<file path="src/rtl/viterbi_pkg.sv">
// Shared types and constants for the Viterbi BER test controller.
// Pure package: no logic, no latency, no flow control.
package viterbi_pkg;

    typedef enum logic [2:0] {
        ST_IDLE,
        ST_RUN,
        ST_FLUSH,
        ST_DRAIN,
        ST_DONE
    } state_t;

    localparam int CNT_W = 16;

    // PRBS7 x^7 + x^6 + 1: output is s[6], feedback s[6]^s[5] shifts into s[0]
    localparam logic [6:0] PRBS_SEED   = 7'h7F;
    localparam int         PRBS_TAP_HI = 6;
    localparam int         PRBS_TAP_LO = 5;

    function automatic logic [6:0] prbs_next(input logic [6:0] s);
        return {s[5:0], s[PRBS_TAP_HI] ^ s[PRBS_TAP_LO]};
    endfunction

    function automatic logic [CNT_W-1:0] sat_add(input logic [CNT_W-1:0] a,
                                                 input logic [1:0]       b);
        logic [CNT_W:0] sum;
        sum = {1'b0, a} + {{(CNT_W-1){1'b0}}, b};
        return sum[CNT_W] ? {CNT_W{1'b1}} : sum[CNT_W-1:0];
    endfunction

endpackage

</file>
<file path="src/rtl/viterbi_ref_delay.sv">
// Reference delay line: carries {valid, ref bit} alongside the encoder/decoder path.
// Latency: exactly DEPTH cycles from in_* to out_*.
// Backpressure: none; shifts every cycle, clr drops all valid bits in flight.
module viterbi_ref_delay #(
    parameter int unsigned DEPTH = 24
) (
    input  logic clk,
    input  logic rst,
    input  logic clr,
    input  logic in_vld,
    input  logic in_dat,
    output logic out_vld,
    output logic out_dat
);

    logic [DEPTH-1:0] vld_sr;
    logic [DEPTH-1:0] dat_sr;

    always_ff @(posedge clk or negedge rst) begin
        if (!rst) begin
            vld_sr <= '0;
            dat_sr <= '0;
        end else begin
            vld_sr[0] <= in_vld && !clr;
            dat_sr[0] <= in_dat;
            for (int i = 1; i < DEPTH; i++) begin
                vld_sr[i] <= vld_sr[i-1] && !clr;
                dat_sr[i] <= dat_sr[i-1];
            end
        end
    end

    assign out_vld = vld_sr[DEPTH-1];
    assign out_dat = dat_sr[DEPTH-1];

endmodule

</file>
<file path="src/rtl/viterbi_ber_ctrl.sv">
// BER test controller: feeds PRBS7 frames to an encoder, injects channel errors, scores decoder output.
// Latency: done_o asserts FRAME_LEN+DEC_LAT+1 cycles after start_i is sampled (TAIL_LEN <= DEC_LAT).
// Backpressure: none; the path is free-running, start_i is dropped unless idle/done, abort_i always wins.
module viterbi_ber_ctrl
    import viterbi_pkg::*;
#(
    parameter int unsigned FRAME_LEN  = 256,
    parameter int unsigned ERR_PERIOD = 16,
    parameter logic [1:0]  ERR_MASK   = 2'b10,
    parameter int unsigned DEC_LAT    = 24,
    parameter int unsigned TAIL_LEN   = 2
) (
    input  logic             clk,
    input  logic             rst,
    input  logic             start_i,
    input  logic             abort_i,
    input  logic             dec_data_i,
    output logic             enc_data_o,
    output logic             enc_enable_o,
    output logic [1:0]       err_inj_o,
    output logic             busy_o,
    output logic             done_o,
    output logic [CNT_W-1:0] bit_err_ct_o,
    output logic [CNT_W-1:0] chan_err_ct_o
);

    localparam logic [CNT_W-1:0] FRAME_CNT  = CNT_W'(FRAME_LEN);
    localparam logic [CNT_W-1:0] FRAME_LAST = CNT_W'(FRAME_LEN - 1);
    localparam logic [CNT_W-1:0] TAIL_LAST  = CNT_W'(TAIL_LEN - 1);
    localparam logic [7:0]       PER_LAST   = 8'(ERR_PERIOD - 1);

    state_t           state;
    state_t           state_nxt;
    logic [6:0]       prbs;
    logic [CNT_W-1:0] phase_cnt;
    logic [CNT_W-1:0] cmp_cnt;
    logic [CNT_W-1:0] bit_err_ct;
    logic [CNT_W-1:0] chan_err_ct;
    logic [7:0]       per_cnt;
    logic             enc_en;
    logic             enc_dat;
    logic             ref_in_vld;
    logic             ref_out_vld;
    logic             ref_out_dat;
    logic             start_go;
    logic             phase_end;
    logic [1:0]       inj;
    logic [1:0]       inj_pop;

    always_comb begin
        state_nxt  = state;
        enc_en     = 1'b0;
        enc_dat    = 1'b0;
        ref_in_vld = 1'b0;
        case (state)
            ST_IDLE, ST_DONE: begin
                if (start_i) state_nxt = ST_RUN;
            end
            ST_RUN: begin
                enc_en     = 1'b1;
                enc_dat    = prbs[PRBS_TAP_HI];
                ref_in_vld = 1'b1;
                if (phase_cnt == FRAME_LAST) state_nxt = (TAIL_LEN == 0) ? ST_DRAIN : ST_FLUSH;
            end
            ST_FLUSH: begin
                enc_en = 1'b1;
                if (phase_cnt == TAIL_LAST) state_nxt = ST_DRAIN;
            end
            ST_DRAIN: begin
                if (cmp_cnt == FRAME_CNT) state_nxt = ST_DONE;
            end
            default: state_nxt = ST_IDLE;
        endcase
        if (abort_i) state_nxt = ST_IDLE;
    end

    assign start_go  = start_i && !abort_i && (state == ST_IDLE || state == ST_DONE);
    assign phase_end = phase_cnt == ((state == ST_RUN) ? FRAME_LAST : TAIL_LAST);
    assign inj       = (enc_en && per_cnt == PER_LAST) ? ERR_MASK : 2'b00;
    assign inj_pop   = {1'b0, inj[1]} + {1'b0, inj[0]};

    always_ff @(posedge clk or negedge rst) begin
        if (!rst) begin
            state       <= ST_IDLE;
            prbs        <= PRBS_SEED;
            phase_cnt   <= '0;
            per_cnt     <= '0;
            cmp_cnt     <= '0;
            bit_err_ct  <= '0;
            chan_err_ct <= '0;
        end else begin
            state <= state_nxt;
            if (start_go) begin
                prbs        <= PRBS_SEED;
                phase_cnt   <= '0;
                per_cnt     <= '0;
                cmp_cnt     <= '0;
                bit_err_ct  <= '0;
                chan_err_ct <= '0;
            end else begin
                if (state == ST_RUN) prbs <= prbs_next(prbs);
                if (enc_en) begin
                    phase_cnt <= phase_end ? '0 : phase_cnt + 1'b1;
                    per_cnt   <= (per_cnt == PER_LAST) ? 8'd0 : per_cnt + 8'd1;
                end
                chan_err_ct <= sat_add(chan_err_ct, inj_pop);
                // Counters only move on valid delay-line slots, so idle/abort states hold them
                if (ref_out_vld) begin
                    cmp_cnt    <= cmp_cnt + 1'b1;
                    bit_err_ct <= sat_add(bit_err_ct, {1'b0, ref_out_dat ^ dec_data_i});
                end
            end
        end
    end

    viterbi_ref_delay #(
        .DEPTH (DEC_LAT)
    ) u_ref_delay (
        .clk     (clk),
        .rst     (rst),
        .clr     (abort_i || start_go),
        .in_vld  (ref_in_vld),
        .in_dat  (enc_dat),
        .out_vld (ref_out_vld),
        .out_dat (ref_out_dat)
    );

    assign enc_data_o    = enc_dat;
    assign enc_enable_o  = enc_en;
    assign err_inj_o     = inj;
    assign busy_o        = enc_en;
    assign done_o        = (state == ST_DONE);
    assign bit_err_ct_o  = bit_err_ct;
    assign chan_err_ct_o = chan_err_ct;

endmodule

</file>
<file path="config.mk">
export PLATFORM = sky130hd
export DESIGN_NAME = viterbi_ber_ctrl
export DESIGN_NICKNAME = d
export VERILOG_FILES = /design/src/rtl/viterbi_pkg.sv /design/src/rtl/viterbi_ref_delay.sv /design/src/rtl/viterbi_ber_ctrl.sv
export SDC_FILE = /design/constraint.sdc
export NUM_CORES = 1
export LEC_CHECK = 0
export ABC_AREA = 1
export BUFFER_PORTS_ARGS = -buffer_cell sky130_fd_sc_hd__buf_4
export CORE_ASPECT_RATIO = 1.2
export CORE_MARGIN = 2
export CORE_UTILIZATION = 60
export CTS_CLUSTER_DIAMETER = 30
export CTS_CLUSTER_SIZE = 10
export DETAILED_ROUTE_END_ITERATION = 10
export PLACE_DENSITY = 0.84
export SLEW_MARGIN = 10
export SYNTH_ARGS = -nofsm -noshare
export SYNTH_HDL_FRONTEND = slang
export SYNTH_SLANG_ARGS = --single-unit
export TNS_END_PERCENT = 50
</file>
<file path="constraint.sdc">
create_clock -name clk -period 2.35 [get_ports clk]
set_input_delay 0.3525 -clock clk [delete_from_list [all_inputs] [get_ports clk]]
set_output_delay 0.3525 -clock clk [all_outputs]
set_load 0.01 [all_outputs]
</file>
# --- After elaboration in Yosys (flattened, before gate mapping) ---
# Index checks and enable logic that the tools add are counted.
classes:
  mux: 26
  add_sub_neg: 6
  n_bitwise: 2
  n_eq_ne: 13
  n_reduce_logical: 38
op_table:
  columns: ["operator", "n"]
  rows:
  - ["two-way mux 16 bit", 10]
  - ["adder 16 x 1 -> 16 bit, second input constant", 2]
  - ["two-way mux 8 bit", 4]
  - ["logical AND 1 bit", 27]
  - ["adder 16 x 1 -> 17 bit", 1]
  - ["adder 16 x 2 -> 17 bit", 1]
  - ["== test 16 x 1 -> 1 bit, second input constant", 1]
  - ["== test 16 x 8 -> 1 bit", 1]
  - ["== test 16 x 8 -> 1 bit, second input constant", 1]
  - ["== test 16 x 9 -> 1 bit, second input constant", 1]
  - ["two-way mux 3 bit", 5]
  - ["two-way mux 7 bit", 2]
  - ["inequality test 3 bit, second input constant", 4]
  - ["one-hot mux 3 bit (4 select lines)", 1]
  - ["adder 8 x 1 -> 8 bit, second input constant", 1]
  - ["== test 8 x 4 -> 1 bit, second input constant", 1]
  - ["== test 3 x 2 -> 1 bit, second input constant", 2]
  - ["nonzero test 2 bit", 3]
  - ["AND reduction 4 bit", 1]
  - ["OR reduction 2 bit", 2]
  - ["== test 3 x 1 -> 1 bit, second input constant", 1]
  - ["== test 3 bit, second input constant", 1]
  - ["logical NOT 3 bit", 1]
  - ["two-way mux 1 bit", 3]
  - ["other kinds (5)", 8]
totals:
  wordCells: 94
  input_bits: 5
  reg_bits: 130

# --- Depth between registers and ports, before layout ---
logic_depth:
  word_depth: 9
  mapped_depth: 17

# --- Hierarchy ---
# Synthesis repeated with hierarchy kept, for this count alone.
unflattened:
  hier_cells: 736
  area_unflattened_um2: 6274.8
by_module_without_submodules:
  columns: ["mod", "seq_area_each_um2", "area_per_inst_um2", "cells_per_inst", "instances"]
  rows:
  - ["viterbi_ber_ctrl", 2060.7, 4870.9, 638, 1]
  - ["viterbi_ref_delay", 1201.2, 1403.8, 98, 1]

# --- Worst setup path after synthesis ---
# Ideal clock, no wire load.
synth_path:
  path_type: "register to register"
  start: "register state[2]"
  end: "register chan_err_ct[13] (netlist: chan_err_ct_o[13])"
  t_arrival_ns: 2.095
  required_time_ns: 2.287
  n_path_buf: 2
  setup_ns: 0.063
  setup_slack_ns: 0.192
  path_stages_with_launch: 17
  cell_sequence: "dfrtp_1 > inv_1 > nand3_1 > nand2_1 > buf_2 > nand2_1 > inv_1 > ha_1 > nand2_2 > nor2_4 > nand2_2 > nor2_4 > nand3b_2 > buf_2 > nand3_1 > nand2_1 > inv_1"
synth_via:
  elab_chain_len: 9
synth_lines:
  columns: ["item", "line_no", "text"]
  rows:
  - ["from (decl)", "viterbi_ber_ctrl.sv:32", "state_t state;"]
  - ["from (signal assigned)", "viterbi_ber_ctrl.sv:92", "state <= state_nxt;"]
  - ["== test 3 x 1 -> 1 bit / == test 3 x 2 -> 1 bit (equally long branches)", "viterbi_ber_ctrl.sv:55", "case (state)"]
  - ["OR reduction 2 bit (no source line) (*)", null, null]
  - ["two-way mux 1 bit (*)", "viterbi_ber_ctrl.sv:55", null]
  - ["net busy_o", "viterbi_ber_ctrl.sv:21", "output logic busy_o,"]
  - ["logical AND 1 bit (*)", "viterbi_ber_ctrl.sv:79", "assign inj = (enc_en && per_cnt == PER_LAST) ? ERR_MASK : 2'b00;"]
  - ["two-way mux 2 bit (*)", "viterbi_ber_ctrl.sv:79", null]
  - ["net err_inj_o[1]", "viterbi_ber_ctrl.sv:20", "output logic [1:0] err_inj_o,"]
  - ["adder 1 x 1 -> 2 bit (*)", "viterbi_ber_ctrl.sv:80", "assign inj_pop = {1'b0, inj[1]} + {1'b0, inj[0]};"]
  - ["adder 16 x 2 -> 17 bit (*)", "viterbi_pkg.sv:27", "sum = {1'b0, a} + {{(CNT_W-1){1'b0}}, b};"]
  - ["two-way mux 16 bit (*)", "viterbi_pkg.sv:28", "return sum[CNT_W] ? {CNT_W{1'b1}} : sum[CNT_W-1:0];"]
  - ["two-way mux 16 bit (*)", "viterbi_ber_ctrl.sv:93", "if (start_go) begin"]
  - ["to (signal assigned)", "viterbi_ber_ctrl.sv:106", "chan_err_ct <= sat_add(chan_err_ct, inj_pop);"]
  - ["to (decl)", "viterbi_ber_ctrl.sv:38", "logic [CNT_W-1:0] chan_err_ct;"]
# The timed path passes the listed nets; every way through them passes the cells marked *.
# A chain may end at the register's enable or synchronous reset.

# --- Final worst setup path ---
layout_path:
  start: "register per_cnt[1]"
  end: "register chan_err_ct[6] (netlist: chan_err_ct_o[6])"
layout_via:
  elab_chain_len: 7
layout_lines:
  columns: ["item", "line_no", "text"]
  rows:
  - ["from (decl)", "viterbi_ber_ctrl.sv:39", "logic [7:0] per_cnt;"]
  - ["from (signal assigned)", "viterbi_ber_ctrl.sv:104", "per_cnt <= (per_cnt == PER_LAST) ? 8'd0 : per_cnt + 8'd1;"]
  - ["== test 8 x 4 -> 1 bit", "viterbi_ber_ctrl.sv:79", null]
  - ["logical AND 1 bit", "viterbi_ber_ctrl.sv:79", null]
  - ["two-way mux 2 bit", "viterbi_ber_ctrl.sv:79", null]
  - ["adder 1 x 1 -> 2 bit", "viterbi_ber_ctrl.sv:80", null]
  - ["adder 16 x 2 -> 17 bit", "viterbi_pkg.sv:27", null]
  - ["two-way mux 16 bit", "viterbi_pkg.sv:28", null]
  - ["two-way mux 16 bit", "viterbi_ber_ctrl.sv:93", null]
# Every way passes these cells.

==> summary.txt <==
result of the run - finished, final reports clean
detailed placer's ending HPWL - 8780 um
total negative setup slack - 0 ps
vias in the first global route - 5212
overall die width - 96.8 um
nets@finish - 816
clock buffer depth - 2
total leakage power - 3.61 nW
growth of design area from synthesis to finish - 19.0%
Syn Area/Cell - 8.34 um^2
Setup Viol. Count Final - 0
power spent charging and discharging nets - 2.02 mW
total via count in the routed design - 5171
full die area - 0.0112 mm^2
clock tree from TritonCTS - built
Slew Limit Headroom - 0.539
DRC violations left - 0
fraction of power consumed by combinational cells - 0.185
detailed-router iteration count before antenna repair - 5
total placed instance area - 0.00665 mm^2
Worst Tran Pin Value - 690 ps
DP Cell Count - 904
Final Max Slew Viols - 0
layout cells sized above 1 - 0.158
Yosys warning total - 0
filler-free cell count of the finished design - 940
power share of the clock group - 0.401
Place WS - 25.5 ps
Crit path arrival time - 2590 ps
clock latency at the later pin of the worst-skew pair - 410 ps
overall track demand over capacity in global routing - 0.252
sequential cell area fraction in the yosys report - 0.526
final number of hold-violating endpoints - 0
Total Power Consumption - 6.72 mW
proportion of power drawn by flip-flops and latches - 0.414
wire length after detailed routing - 13600 um
Cell Rows - 40
I/O pin total - 43
total clock sinks - 130
cts bufs inserted - 17
antenna violations before repair - 0
largest net degree at the start of global routing - 54
fill cell instance count of the final layout - 689
Area contributors post-synth - sky130_fd_sc_hd__dfrtp_1 (50%), sky130_fd_sc_hd__nand2_1 (9.5%), sky130_fd_sc_hd__nor2_1 (6.6%), sky130_fd_sc_hd__inv_1 (5.9%), sky130_fd_sc_hd__o21ai_0 (3.5%)
diode insertion count for antenna repair - 0
final design area excluding fillers - 0.00737 mm^2
net switching fraction of the power - 0.300
FF+latch count, synth - 130
number of instances in the synthesized netlist - 743
average wire per standard cell - 14.5 um
1st-iter DRT viols - 411
first-pass GRT wire length - 22700 um
max-capacitance violation count - 0
f_max - 443 MHz
critical path type - reg -> reg
cell taking the most area after synthesis - sky130_fd_sc_hd__dfrtp_1
startpoint types - register
Cell Area, Synth - 0.00620 mm^2
post-route fraction of the period consumed by the critical path - 0.960
area share of the largest cell type after synthesis - 0.497
number of vias per cell - 5.50
Antenna Nets Post-Route - 0
largest vdd supply drop - 0.000758 V
Worst Path Max Fanout - 6
leftover overflow at the end of global routing - 0
final estimated routing congestion in global placement - 0.887
number of nets in the synthesized netlist - 757
clock period minus final worst setup slack - 2260 ps
H-tree lvl count - 4
count of different cell masters after synthesis - 36
number of I/O port buffers - 41
clock-pin transition on the worst setup and hold timing paths - 60 ps
power density cells - 911 mW/mm^2
initial core utilization - 0.616
height of the chip - 115 um
required time of the worst setup path - 2690 ps
Final WS setup - 93.1 ps
Worst Clk Skew - 10.3 ps
min-delay worst type - in -> reg
Cell Int Power - 4.70 mW
crit path capture type - register
Clock Tree Root - sky130_fd_sc_hd__clkbuf_16
area of the core - 0.0101 mm^2
-- timing repair --
| item | in CTS | in global routing |
|---|---|---|
| hold endpoints to repair | 43 | 0 |
| endpoints found under the setup margin | 0 | 16 |
| gates resized for setup | 0 | 15 |
| buffers inserted | 0 | 3 |
| hold buffers | 1 | 0 |
-- critical path, cell delays in order (launching register included) --
cell and delay (ps):
sky130_fd_sc_hd__dfrtp_1 400, sky130_fd_sc_hd__ha_4 180, sky130_fd_sc_hd__nand3_4 90, sky130_fd_sc_hd__nor4_4 230
sky130_fd_sc_hd__nand2_1 100, sky130_fd_sc_hd__inv_2 80, sky130_fd_sc_hd__ha_1 160, sky130_fd_sc_hd__nand2_2 80
sky130_fd_sc_hd__nor2_4 180, sky130_fd_sc_hd__nand2_2 100, sky130_fd_sc_hd__nor2_4 180, sky130_fd_sc_hd__nand3b_2 200
sky130_fd_sc_hd__a21oi_2 190
-- worst paths after layout --
| path | from | end | slack, ps | cells past startpoint |
|---|---|---|---|---|
| max in group asynchronous | rst | phase_cnt[11]$_DFFE_PN0P_ | 1120 | 3 |
| max reg2reg | per_cnt[1]$_DFFE_PN0P_ | chan_err_ct_o[6]$_DFF_PN0_ | 90 | 12 |
| min | abort_i | u_ref_delay.vld_sr[0]$_DFF_PN0_ | 230 | 4 |
| min reg2reg | u_ref_delay.dat_sr[18]$_DFF_PN0_ | u_ref_delay.dat_sr[19]$_DFF_PN0_ | 350 | 0 |
| max | per_cnt[1]$_DFFE_PN0P_ | chan_err_ct_o[6]$_DFF_PN0_ | 90 | 12 |
| min in group asynchronous | rst | u_ref_delay.dat_sr[22]$_DFF_PN0_ | 520 | 2 |
-- state kept, by name, indices dropped and copies added (netlist names) --
name,cells
u_ref_delay.dat_sr,24
u_ref_delay.vld_sr,24
bit_err_ct_o,16
chan_err_ct_o,16
cmp_cnt,16
phase_cnt,16
per_cnt,8
prbs,7
state,3
-- cell usage in the layout (no fill, tap or decap), drive strengths merged, types with 2 or more instances in the layout --
cell / instances
nand3: 43
dfstp: 7
dfrtp: 123
o21a: 4
nand3b: 6
bufinv: 3
clkinv: 5
o21ai: 49
a21oi: 32
xor2: 18
nor3: 16
nand2: 161
nor4: 2
clkbuf: 19
xnor2: 2
a22oi: 4
inv: 105
nor2: 120
clkinvlp: 3
o21bai: 7
ha: 9
nand4: 17
buf: 52
-- area by class of cell --
class,instances,area [um^2],share of cell area
sequential,130,3260,0.442
multi-input combinational,496,2540,0.344
clock buffer,19,453,0.0614
timing repair buffer,53,413,0.0560
clock inverter,12,158,0.0214
inverter,104,390,0.0529
tap,126,158,0.0214
-- kinds of logic (layout without fill, tap and decap cells) --
group,after synthesis,in the layout,share of synthesized area
AO/OA/AOI/OAI,98,98,0.0876
XOR/XNOR,20,20,0.0283
adder cells (fa/ha/maj),9,9,0.0182
buffers and inverters,118,188,0.0767
flip-flops,130,130,0.526
other,1,1,0.000605
AND/OR/NAND/NOR,367,368,0.262
-- Yosys cell counts, drive strengths merged --
library cell,instances
a21oi,32
a22oi,4
and2,1
and3,1
buf,14
conb,1
dfrtp,123
dfstp,7
ha,9
inv,104
nand2,161
nand3,43
nand3b,5
nand4,17
nor2,120
nor3,16
nor4,2
o21a,4
o21ai,49
o21bai,7
o22ai,1
o31ai,1
or2,1
xnor2,2
xor2,18
-- through the flow --
| step | hold WS (ps) | utilization |
|---|---|---|
| 2_1_floorplan | 56.9 | - |
| 3_3_place_gp | 331 | 0.661 |
| 3_5_place_dp | 336 | 0.661 |
| 4_1_cts | 223 | 0.723 |
| 5_1_grt | 238 | 0.733 |
| 6_report | 234 | 0.733 |
-- power by group through the flow --
stage	Combinational (mW)	Sequential [mW]	Clock (mW)
global route	1.37	2.82	2.85
floorplan	0.847	2.75	0
global placement	1.10	2.77	0
CTS	1.18	2.77	2.73
detailed placement	1.16	2.79	0
finish	1.24	2.78	2.70
-- per-layer routing --
layer  up-vias  GRT usage  part of all wire  wire [um]
met5         -          0                 0          0
met4         0      0.108             0.017        226
met3        24     0.0535             0.043        581
met2       148      0.456              0.53       7270
met1      2512      0.290              0.41       5540
li1       2487          -                 -          -
Power figures use the tool's default switching activity.
